==> src/rtl/coe_sram_arbiter.sv <==
// coe_sram_arbiter: arbitrates two read channels and one coefficient writer onto a single async SRAM port.
// Optional feature: define ARB_ROUND_ROBIN_EN for round-robin read arbitration (default is fixed priority, channel 0 first).
module coe_sram_arbiter #(
    parameter int WR_STARVE_MAX = 16
) (
    input  logic        i_clk_50m,
    input  logic        i_rst_n,
    input  logic        i_rd0_req,
    input  logic [17:0] i_rd0_addr,
    output logic [15:0] o_rd0_data,
    output logic        o_rd0_valid,
    input  logic        i_rd1_req,
    input  logic [17:0] i_rd1_addr,
    output logic [15:0] o_rd1_data,
    output logic        o_rd1_valid,
    input  logic        i_wr_req,
    input  logic [17:0] i_wr_addr,
    input  logic [15:0] i_wr_data,
    output logic        o_wr_ack,
    output logic [17:0] o_sram_addr,
    output logic [15:0] o_sram_wdata,
    input  logic [15:0] i_sram_rdata,
    output logic        o_sram_ce_n,
    output logic        o_sram_oe_n,
    output logic        o_sram_we_n
);

    typedef enum logic [2:0] {IDLE, RD_ADDR, RD_WAIT, RD_CAP, WR_SETUP, WR_PULSE, WR_HOLD} state_t;

    state_t      state_q, state_d;
    logic        ch_q, ch_d;
    logic [7:0]  cnt_q, cnt_d;
    logic [17:0] addr_q, addr_d;
    logic [15:0] wdata_q, wdata_d;
    logic        ce_n_q, oe_n_q, we_n_q;
    logic        ce_n_d, oe_n_d, we_n_d;
    logic [15:0] rd0_data_q, rd1_data_q, rd0_data_d, rd1_data_d;
    logic        rd0_valid_q, rd1_valid_q, wr_ack_q;
    logic        rd0_valid_d, rd1_valid_d, wr_ack_d;
    logic        elig0, elig1, eligw, wr_first, pick1, gnt_rd, gnt_wr;
`ifdef ARB_ROUND_ROBIN_EN
    logic        ptr_q, ptr_d;
`endif

    // Eligibility masks out a requester whose completion pulse is visible this cycle
    always_comb begin
        elig0    = i_rd0_req & ~rd0_valid_q;
        elig1    = i_rd1_req & ~rd1_valid_q;
        eligw    = i_wr_req & ~wr_ack_q;
        wr_first = eligw && (32'(cnt_q) >= WR_STARVE_MAX);
`ifdef ARB_ROUND_ROBIN_EN
        pick1    = elig1 & (~elig0 | ptr_q);
`else
        pick1    = elig1 & ~elig0;
`endif
    end

    // Next-state and grant decision; one transaction in flight at a time
    always_comb begin
        state_d = state_q;
        ch_d    = ch_q;
        gnt_rd  = 1'b0;
        gnt_wr  = 1'b0;
        case (state_q)
            IDLE: begin
                if (wr_first) begin
                    state_d = WR_SETUP;
                    gnt_wr  = 1'b1;
                end else if (elig0 | elig1) begin
                    state_d = RD_ADDR;
                    gnt_rd  = 1'b1;
                    ch_d    = pick1;
                end else if (eligw) begin
                    state_d = WR_SETUP;
                    gnt_wr  = 1'b1;
                end
            end
            RD_ADDR:  state_d = RD_WAIT;
            RD_WAIT:  state_d = RD_CAP;
            RD_CAP:   state_d = IDLE;
            WR_SETUP: state_d = WR_PULSE;
            WR_PULSE: state_d = WR_HOLD;
            WR_HOLD:  state_d = IDLE;
            default:  state_d = IDLE;
        endcase
    end

    // Datapath next values: address/data captured only at grant, strobes decoded from the next state
    always_comb begin
        cnt_d       = (!i_wr_req || gnt_wr) ? 8'd0 : (cnt_q == 8'hFF ? cnt_q : cnt_q + 8'd1);
        addr_d      = gnt_wr ? i_wr_addr : gnt_rd ? (pick1 ? i_rd1_addr : i_rd0_addr) : addr_q;
        wdata_d     = gnt_wr ? i_wr_data : wdata_q;
        ce_n_d      = state_d == IDLE;
        oe_n_d      = !(state_d == RD_ADDR || state_d == RD_WAIT || state_d == RD_CAP);
        we_n_d      = state_d != WR_PULSE;
        rd0_valid_d = state_q == RD_CAP && !ch_q;
        rd1_valid_d = state_q == RD_CAP && ch_q;
        wr_ack_d    = state_q == WR_HOLD;
        rd0_data_d  = rd0_valid_d ? i_sram_rdata : rd0_data_q;
        rd1_data_d  = rd1_valid_d ? i_sram_rdata : rd1_data_q;
    end

`ifdef ARB_ROUND_ROBIN_EN
    // Priority moves to the other channel after every read grant
    always_comb begin
        ptr_d = gnt_rd ? ~pick1 : ptr_q;
    end

    // Round-robin pointer register
    always_ff @(posedge i_clk_50m or negedge i_rst_n) begin
        if (!i_rst_n) ptr_q <= 1'b0;
        else          ptr_q <= ptr_d;
    end
`endif

    // FSM state, served channel and starvation counter
    always_ff @(posedge i_clk_50m or negedge i_rst_n) begin
        if (!i_rst_n) begin
            state_q <= IDLE;
            ch_q    <= 1'b0;
            cnt_q   <= 8'd0;
        end else begin
            state_q <= state_d;
            ch_q    <= ch_d;
            cnt_q   <= cnt_d;
        end
    end

    // SRAM-side registers; async reset forces the strobes inactive immediately
    always_ff @(posedge i_clk_50m or negedge i_rst_n) begin
        if (!i_rst_n) begin
            addr_q  <= '0;
            wdata_q <= '0;
            ce_n_q  <= 1'b1;
            oe_n_q  <= 1'b1;
            we_n_q  <= 1'b1;
        end else begin
            addr_q  <= addr_d;
            wdata_q <= wdata_d;
            ce_n_q  <= ce_n_d;
            oe_n_q  <= oe_n_d;
            we_n_q  <= we_n_d;
        end
    end

    // Requester-side results and completion pulses
    always_ff @(posedge i_clk_50m or negedge i_rst_n) begin
        if (!i_rst_n) begin
            rd0_data_q  <= '0;
            rd1_data_q  <= '0;
            rd0_valid_q <= 1'b0;
            rd1_valid_q <= 1'b0;
            wr_ack_q    <= 1'b0;
        end else begin
            rd0_data_q  <= rd0_data_d;
            rd1_data_q  <= rd1_data_d;
            rd0_valid_q <= rd0_valid_d;
            rd1_valid_q <= rd1_valid_d;
            wr_ack_q    <= wr_ack_d;
        end
    end

    assign o_rd0_data   = rd0_data_q;
    assign o_rd1_data   = rd1_data_q;
    assign o_rd0_valid  = rd0_valid_q;
    assign o_rd1_valid  = rd1_valid_q;
    assign o_wr_ack     = wr_ack_q;
    assign o_sram_addr  = addr_q;
    assign o_sram_wdata = wdata_q;
    assign o_sram_ce_n  = ce_n_q;
    assign o_sram_oe_n  = oe_n_q;
    assign o_sram_we_n  = we_n_q;

endmodule

==> config.mk <==
export PLATFORM = sky130hd
export DESIGN_NAME = coe_sram_arbiter
export DESIGN_NICKNAME = d
export VERILOG_FILES = /design/src/rtl/coe_sram_arbiter.sv
export SDC_FILE = /design/constraint.sdc
export NUM_CORES = 1
export LEC_CHECK = 0
export ABC_AREA = 1
export BUFFER_PORTS_ARGS = -buffer_cell sky130_fd_sc_hd__buf_2
export CAP_MARGIN = 20
export CORE_ASPECT_RATIO = 0.9
export CORE_MARGIN = 4
export CORE_UTILIZATION = 31
export CTS_BUF_LIST = sky130_fd_sc_hd__clkbuf_8
export DETAILED_ROUTE_END_ITERATION = 8
export SYNTH_ARGS = -nofsm -noshare
export SYNTH_HDL_FRONTEND = slang
export SYNTH_SLANG_ARGS = --single-unit
==> constraint.sdc <==
create_clock -name i_clk_50m -period 2.62 [get_ports i_clk_50m]
set_input_delay 0.131 -clock i_clk_50m [delete_from_list [all_inputs] [get_ports i_clk_50m]]
set_output_delay 0.131 -clock i_clk_50m [all_outputs]
set_load 0.05 [all_outputs]
==> flow_summary.json, run 1 <==
{
  "outcome": "finished clean",
  "worst_setup_path_start_kind": "register",
  "fmax_mhz": 557.7,
  "max_cap_violations": 0,
  "synth_seq_cells": 84,
  "grt_pass1_wl_um": 18040,
  "routed.top_layer": "met4",
  "crit_buf_inv": 2,
  "drtAntennaViolNets": 0,
  "wl_met3_um": 953,
  "critPathCaptureType": "register",
  "power_density_nw_per_um2": 1321,
  "num_rows": 39,
  "drc": 0,
  "p_clk_share_pct": 15.0,
  "holdWs_ns": 0.01812,
  "hold_start": "i_wr_data[4]",
  "syn_avg_cell_area_um2": 7.894,
  "power.share.combinational_pct": 54.2,
  "rr_worst_depth": 8,
  "arrival_ns": 2.09,
  "ys.flop_type": "dfrtp_1",
  "h-tree-depth": 3,
  "routed_wl_um": 11080,
  "seqCellArea_um2": 2106,
  "insertion_delay_ns": 0.37,
  "layout_min_cycle_time_ns": 1.793,
  "finalSetupTns_ns": 0,
  "drtIter0Drc": 150,
  "fin_ws_ns": 0.8268,
  "drive_above_1_share_pct": 29.44,
  "vias_per_cell": 4.414,
  "switchingPower_mw": 3.853,
  "multi_input_area_um2": 1523,
  "cellLeakagePower_nw": 3.149,
  "crit_end": "cnt_q[4]",
  "timing.rr.start": "cnt_q[5]",
  "r2r_end": "cnt_q[4]",
  "postCtsSetupBuffers": 0,
  "root_buffer": "clkbuf_8",
  "m1WireLength_um": 4903,
  "syn_nets": 604,
  "crit_type": "reg -> reg",
  "synth-edff-count": 0,
  "min_path_type": "in -> reg",
  "finalNonFillerCells": 857,
  "cp_top_family": "simple AND/OR/NAND/NOR gates",
  "initial_core_util_pct": 31.67,
  "cp.required_ns": 2.91,
  "globalplace.congestion": 0.8246,
  "vias": 3783,
  "final_nets": 781,
  "synth_area_leader_cell": "dfrtp_1",
  "io_pins": 163,
  "clock_sinks": 84,
  "critPathLaunch": "cnt_q[5]",
  "synth.area.top_cells": "dfrtp_1 50%, nand2_1 17%, nand3_1 7.2%",
  "wl_met2_um": 5100,
  "cts_max_path_buffers": 2,
  "synth.distinct_cells": 24,
  "placed_cells": 820,
  "p_seq_share_pct": 30.8,
  "die_width_um": 128.2,
  "place_ws_ns": 0.8005,
  "die_area_um2": 14900,
  "finClkSkew_ns": 0.009828,
  "fill_cells": 1286,
  "critPathSlowestCell": "dfrtp_1",
  "crit_path_max_incr_delay_ns": 0.45,
  "ys_async_sr_fraction_pct": 100.0,
  "netlist_instances": 511,
  "yosysMostFrequentCell": "nand2_1",
  "path_clk_slew_ns": 0.09,
  "slew_headroom_pct": 35.71,
  "cts-buffers-inserted": 9,
  "grt.total_usage_pct": 15.19,
  "grt_setup_unrepaired": "false",
  "cp_max_fo": 29,
  "place_hpwl_um": 7850,
  "finalHoldViolCount": 0,
  "port_buffers": 162,
  "drv_slew": 0,
  "synth.top_cells.by_count": "182 x nand2_1, 81 x dfrtp_1, 68 x inv_1",
  "cp_cell_sequence": "inv_2, nand2_1, nor2_1, nand2_2, nand2_2, buf_4, nand2_1, a21oi_1",
  "syn_to_final_growth_pct": 34.62,
  "first_pass_iters": 4,
  "antenna_found_initial": 0,
  "irDropWorstVdd_mv": 0.8149,
  "setup_viol": 0,
  "grt_start_max_net_pins": 83,
  "core_um2": 12740,
  "yosys_warnings": 0,
  "synth_top_area_share_pct": 50.25,
  "sw_frac_of_total_pct": 53.69,
  "ys_seq_area_share_pct": 52.20,
  "tritoncts": "yes",
  "avgRoutedWirePerCell_um": 12.93,
  "worst_pin_slew_ns": 0.9620,
  "overflow": 0,
  "fin_crit_sh_pct": 68.44,
  "syn-cell-area_um2": 4034,
  "p_int_mw": 3.323,
  "r2r_slack_ns": 0.83,
  "grt_pass1_vias": 3666,
  "die_h_um": 116.2,
  "worst-path-stages": 8,
  "num_antenna_cells": 0
}
==> per-layer routing <==
metal	GRT usage [%]	up-vias
li1	-	1930
met1	19.73	1716
met2	24.12	128
met3	5.624	9
met4	3.960	0
met5	0	-
==> per-stage QoR <==
| step | utilization, % | total power [mW] | area [µm²] |
|---|---|---|---|
| after floorplan | - | 5.155 | 4034 |
| after global placement | 39.02 | 6.072 | 4970 |
| after detailed placement | 39.02 | 6.126 | 4970 |
| after CTS | 42.42 | 7.264 | 5403 |
| after global routing | 42.64 | 7.674 | 5430 |
| final | 42.64 | 7.176 | 5430 |
==> worst register-to-register path, cell delays in order (launching register included) <==
cell,delay (ns)
dfrtp_1,0.45
inv_2,0.09
nand2_1,0.05
nor2_1,0.10
nand2_2,0.07
nand2_2,0.18
buf_4,0.34
nand2_1,0.25
a21oi_1,0.18
==> cell type report <==
type                       count  area share, %
sequential                    84          38.78
tap                          164          3.779
inverter                      76          5.253
timing repair buffer         188          19.86
clock inverter                 6          1.751
clock buffer                  10          2.535
multi-input combinational    329          28.04
==> state kept, by name, indices dropped and copies added, names as in the netlist <==
signal	flops
o_sram_ce_n	1
o_rd0_data	16
o_sram_we_n	1
ch_q	1
o_wr_ack	1
o_rd0_valid	1
cnt_q	8
o_sram_addr	18
o_rd1_data	16
o_rd1_valid	1
state_q	3
o_sram_oe_n	1
o_sram_wdata	16
==> power by group through the flow <==
stage	Clock [mW]	Sequential, mW	Combinational [mW]
2_1_floorplan	0	4.06	1.10
3_3_place_gp	0	2.23	3.84
3_5_place_dp	0	2.22	3.90
4_1_cts	1.12	2.22	3.93
5_1_grt	1.18	2.28	4.22
6_report	1.08	2.21	3.89
==> cell usage in the layout, fill, tap and decap left out <==
master,n
nand3_1,58
inv_2,8
nand4_1,1
clkinvlp_4,2
a21oi_1,10
inv_8,1
buf_2,161
dfstp_2,3
nor3_1,2
inv_6,1
nor2_4,3
nand3b_1,18
dlygate4sd3_1,20
dfrtp_1,81
ha_1,2
nor2_1,9
xor2_1,4
inv_1,68
xnor2_1,1
buf_16,1
nand3_2,1
buf_4,6
nand2_4,1
nand2_2,4
clkbuf_8,10
bufinv_16,2
o21ai_0,20
o21ai_1,13
nand2_1,182
==> cells by family after synthesis <==
family | after synthesis | share of synthesized area, %
AND/OR/NAND/NOR | 279 | 30.71
flip-flops | 84 | 52.20
XOR/XNOR | 5 | 1.086
buffers and inverters | 98 | 10.05
adder cells (fa/ha/maj) | 2 | 0.6202
AO/OA/AOI/OAI | 43 | 5.335
==> repair_timing <==
action / in CTS / in global routing
gates resized for setup: 0 / 0
hold endpoints to repair: 101 / 0
hold buffers: 20 / 0
==> how the worst min path moves through the flow <==
stage | end | depth (start not counted)
floorplan | ch_q | 0
CTS | o_rd1_data[9] | 3
finish | o_sram_wdata[4] | 3
detailed placement | o_sram_wdata[9] | 3
global route | o_rd1_data[9] | 3
global placement | o_sram_wdata[14] | 1
No activity file was read; power rests on OpenSTA's default activity.
==> run 2, diff against run 1 <==
- clock period: 2.62 -> 1.75 ns (I/O delays scaled with it)
==> run 2 against run 1 <==
Effect of this change: total power grew 47%; maximum frequency grew 17%; global-route usage is essentially flat; first-iteration DRC count grew 41%; routed wire length grew 1.2%; cell count grew 2.2%; worst setup slack lost 0.62 ns; utilization grew 1.2 points; highest routed layer unchanged.
==> flow_summary.json, run 2 (synthesis gave the netlist of run 1 again) <==
{
  "cts_max_path_buffers": 2,
  "grt_pass1_wl_um": 18180,
  "h-tree-depth": 3,
  "drc": 0,
  "fill_cells": 1253,
  "cp_max_fo": 19,
  "overflow": 0,
  "cts-buffers-inserted": 9,
  "final_cell_mix": "181 x nand2_1, 161 x buf_2, 81 x dfrtp_1, 68 x inv_1, 58 x nand3_1",
  "slew_headroom_pct": 73.55,
  "arrival_ns": 1.84,
  "io_pins": 163,
  "crit_type": "reg -> reg",
  "first_pass_iters": 4,
  "final_common_cell": "nand2_1",
  "routed_wl_um": 11210,
  "post-route-util_pct": 43.87,
  "layout_min_cycle_time_ns": 1.539,
  "finalHoldViolCount": 0,
  "finClkSkew_ns": 0.02071,
  "worst_setup_path_start_kind": "register",
  "multi_input_area_um2": 1525,
  "critPathCaptureType": "register",
  "power_density_nw_per_um2": 1886,
  "globalplace.congestion": 0.7877,
  "core_um2": 12740,
  "outcome": "finished clean",
  "die_area_um2": 14900,
  "cp.required_ns": 2.05,
  "final_nets": 800,
  "antenna_found_initial": 0,
  "place_ws_ns": 0.1893,
  "path_clk_slew_ns": 0.10,
  "grt_setup_unrepaired": "false",
  "port_buffers": 162,
  "vias": 3915,
  "drtIter0Drc": 212,
  "seqCellArea_um2": 2106,
  "grt_start_max_net_pins": 44,
  "initial_core_util_pct": 31.67,
  "irDropWorstVdd_mv": 1.544,
  "holdWs_ns": 0.06398,
  "num_antenna_cells": 0,
  "postCtsSetupBuffers": 0,
  "r2r_slack_ns": 0.21,
  "die_h_um": 116.2,
  "place_hpwl_um": 8221,
  "placed_area_um2": 5072,
  "grt_pass1_vias": 3749,
  "setup_viol": 0,
  "min_path_type": "in -> reg",
  "drtAntennaViolNets": 0,
  "finalNonFillerCells": 876,
  "vias_per_cell": 4.469,
  "clock_sinks": 84,
  "drv_slew": 0,
  "fmax_mhz": 649.7,
  "syn_to_final_growth_pct": 38.52,
  "num_rows": 39,
  "max_cap_violations": 0,
  "power.total_mw": 10.54,
  "fin_crit_sh_pct": 87.95,
  "largest_reg_flops": 18,
  "cellLeakagePower_nw": 3.223,
  "die_width_um": 128.2,
  "root_buffer": "clkbuf_8",
  "tritoncts": "yes",
  "worst_pin_slew_ns": 0.3954,
  "avgRoutedWirePerCell_um": 12.80,
  "fin_ws_ns": 0.2109,
  "insertion_delay_ns": 0.37,
  "grt.total_usage_pct": 15.21,
  "stdcell_area_um2": 5588,
  "drive_above_1_share_pct": 29.63,
  "finalSetupTns_ns": 0,
  "placed_cells": 827
}
[run 2: cell types whose count changed in the layout (fill, tap and decap cells not counted), moves of 2 or more]
| cell | delta |
|---|---|
| buf_4 | +3 |
| buf_12 | +4 |
| bufinv_16 | -2 |
| clkinv_4 | +3 |
| dlygate4sd3_1 | +13 |
[run 2: routing by layer]
layer | GRT usage (%) | vias to the layer above | routed length, µm
met3 | 5.990 | 9 | 1085
met5 | 0 | - | 0
li1 | - | 1968 | -
met2 | 24.71 | 144 | 5165
met1 | 19.16 | 1794 | 4861
met4 | 3.678 | 0 | 96
[run 2: area by class of cell]
cell class	count	share of cell area (%)
Multi-Input combinational cell	329	27.30
Clock inverter	7	1.052
Tap cell	164	3.672
Inverter	76	5.105
Sequential cell	84	37.68
Clock buffer	9	2.217
Timing Repair Buffer	207	22.97
[run 2: path summary, 6_finish.rpt]
path                                 start         endpoint  cells past startpoint
max in group asynchronous          i_rst_n  o_sram_addr[17]                      3
min in group asynchronous          i_rst_n      o_rd1_valid                      2
hold / removal                i_wr_addr[9]   o_sram_addr[9]                      5
setup / recovery               o_rd1_valid   o_sram_addr[2]                      7
hold reg to reg            o_sram_wdata[4]  o_sram_wdata[4]                      2
setup reg to reg               o_rd1_valid   o_sram_addr[2]                      7
[run 2: power breakdown]
part | leakage [nW] | internal (mW) | switching [mW]
sequential | 1.04 | 2.82 | 0.504
combinational | 2.10 | 1.41 | 4.53
clock | 0.0864 | 0.531 | 0.742
[run 2: timing repair]
action,4_1_cts,5_1_grt
endpoints found under the hold margin,114,0
resized for setup,0,1
setup endpoints to repair,0,1
hold buffers,33,0
[run 2: worst max-delay path, stage by stage (launching register included)]
cell,delay (ns)
dfrtp_1,0.44
nor2_4,0.28
nand2_2,0.32
nand2_1,0.15
nand2_1,0.08
nand2_1,0.07
nand3_1,0.07
nand2_1,0.06
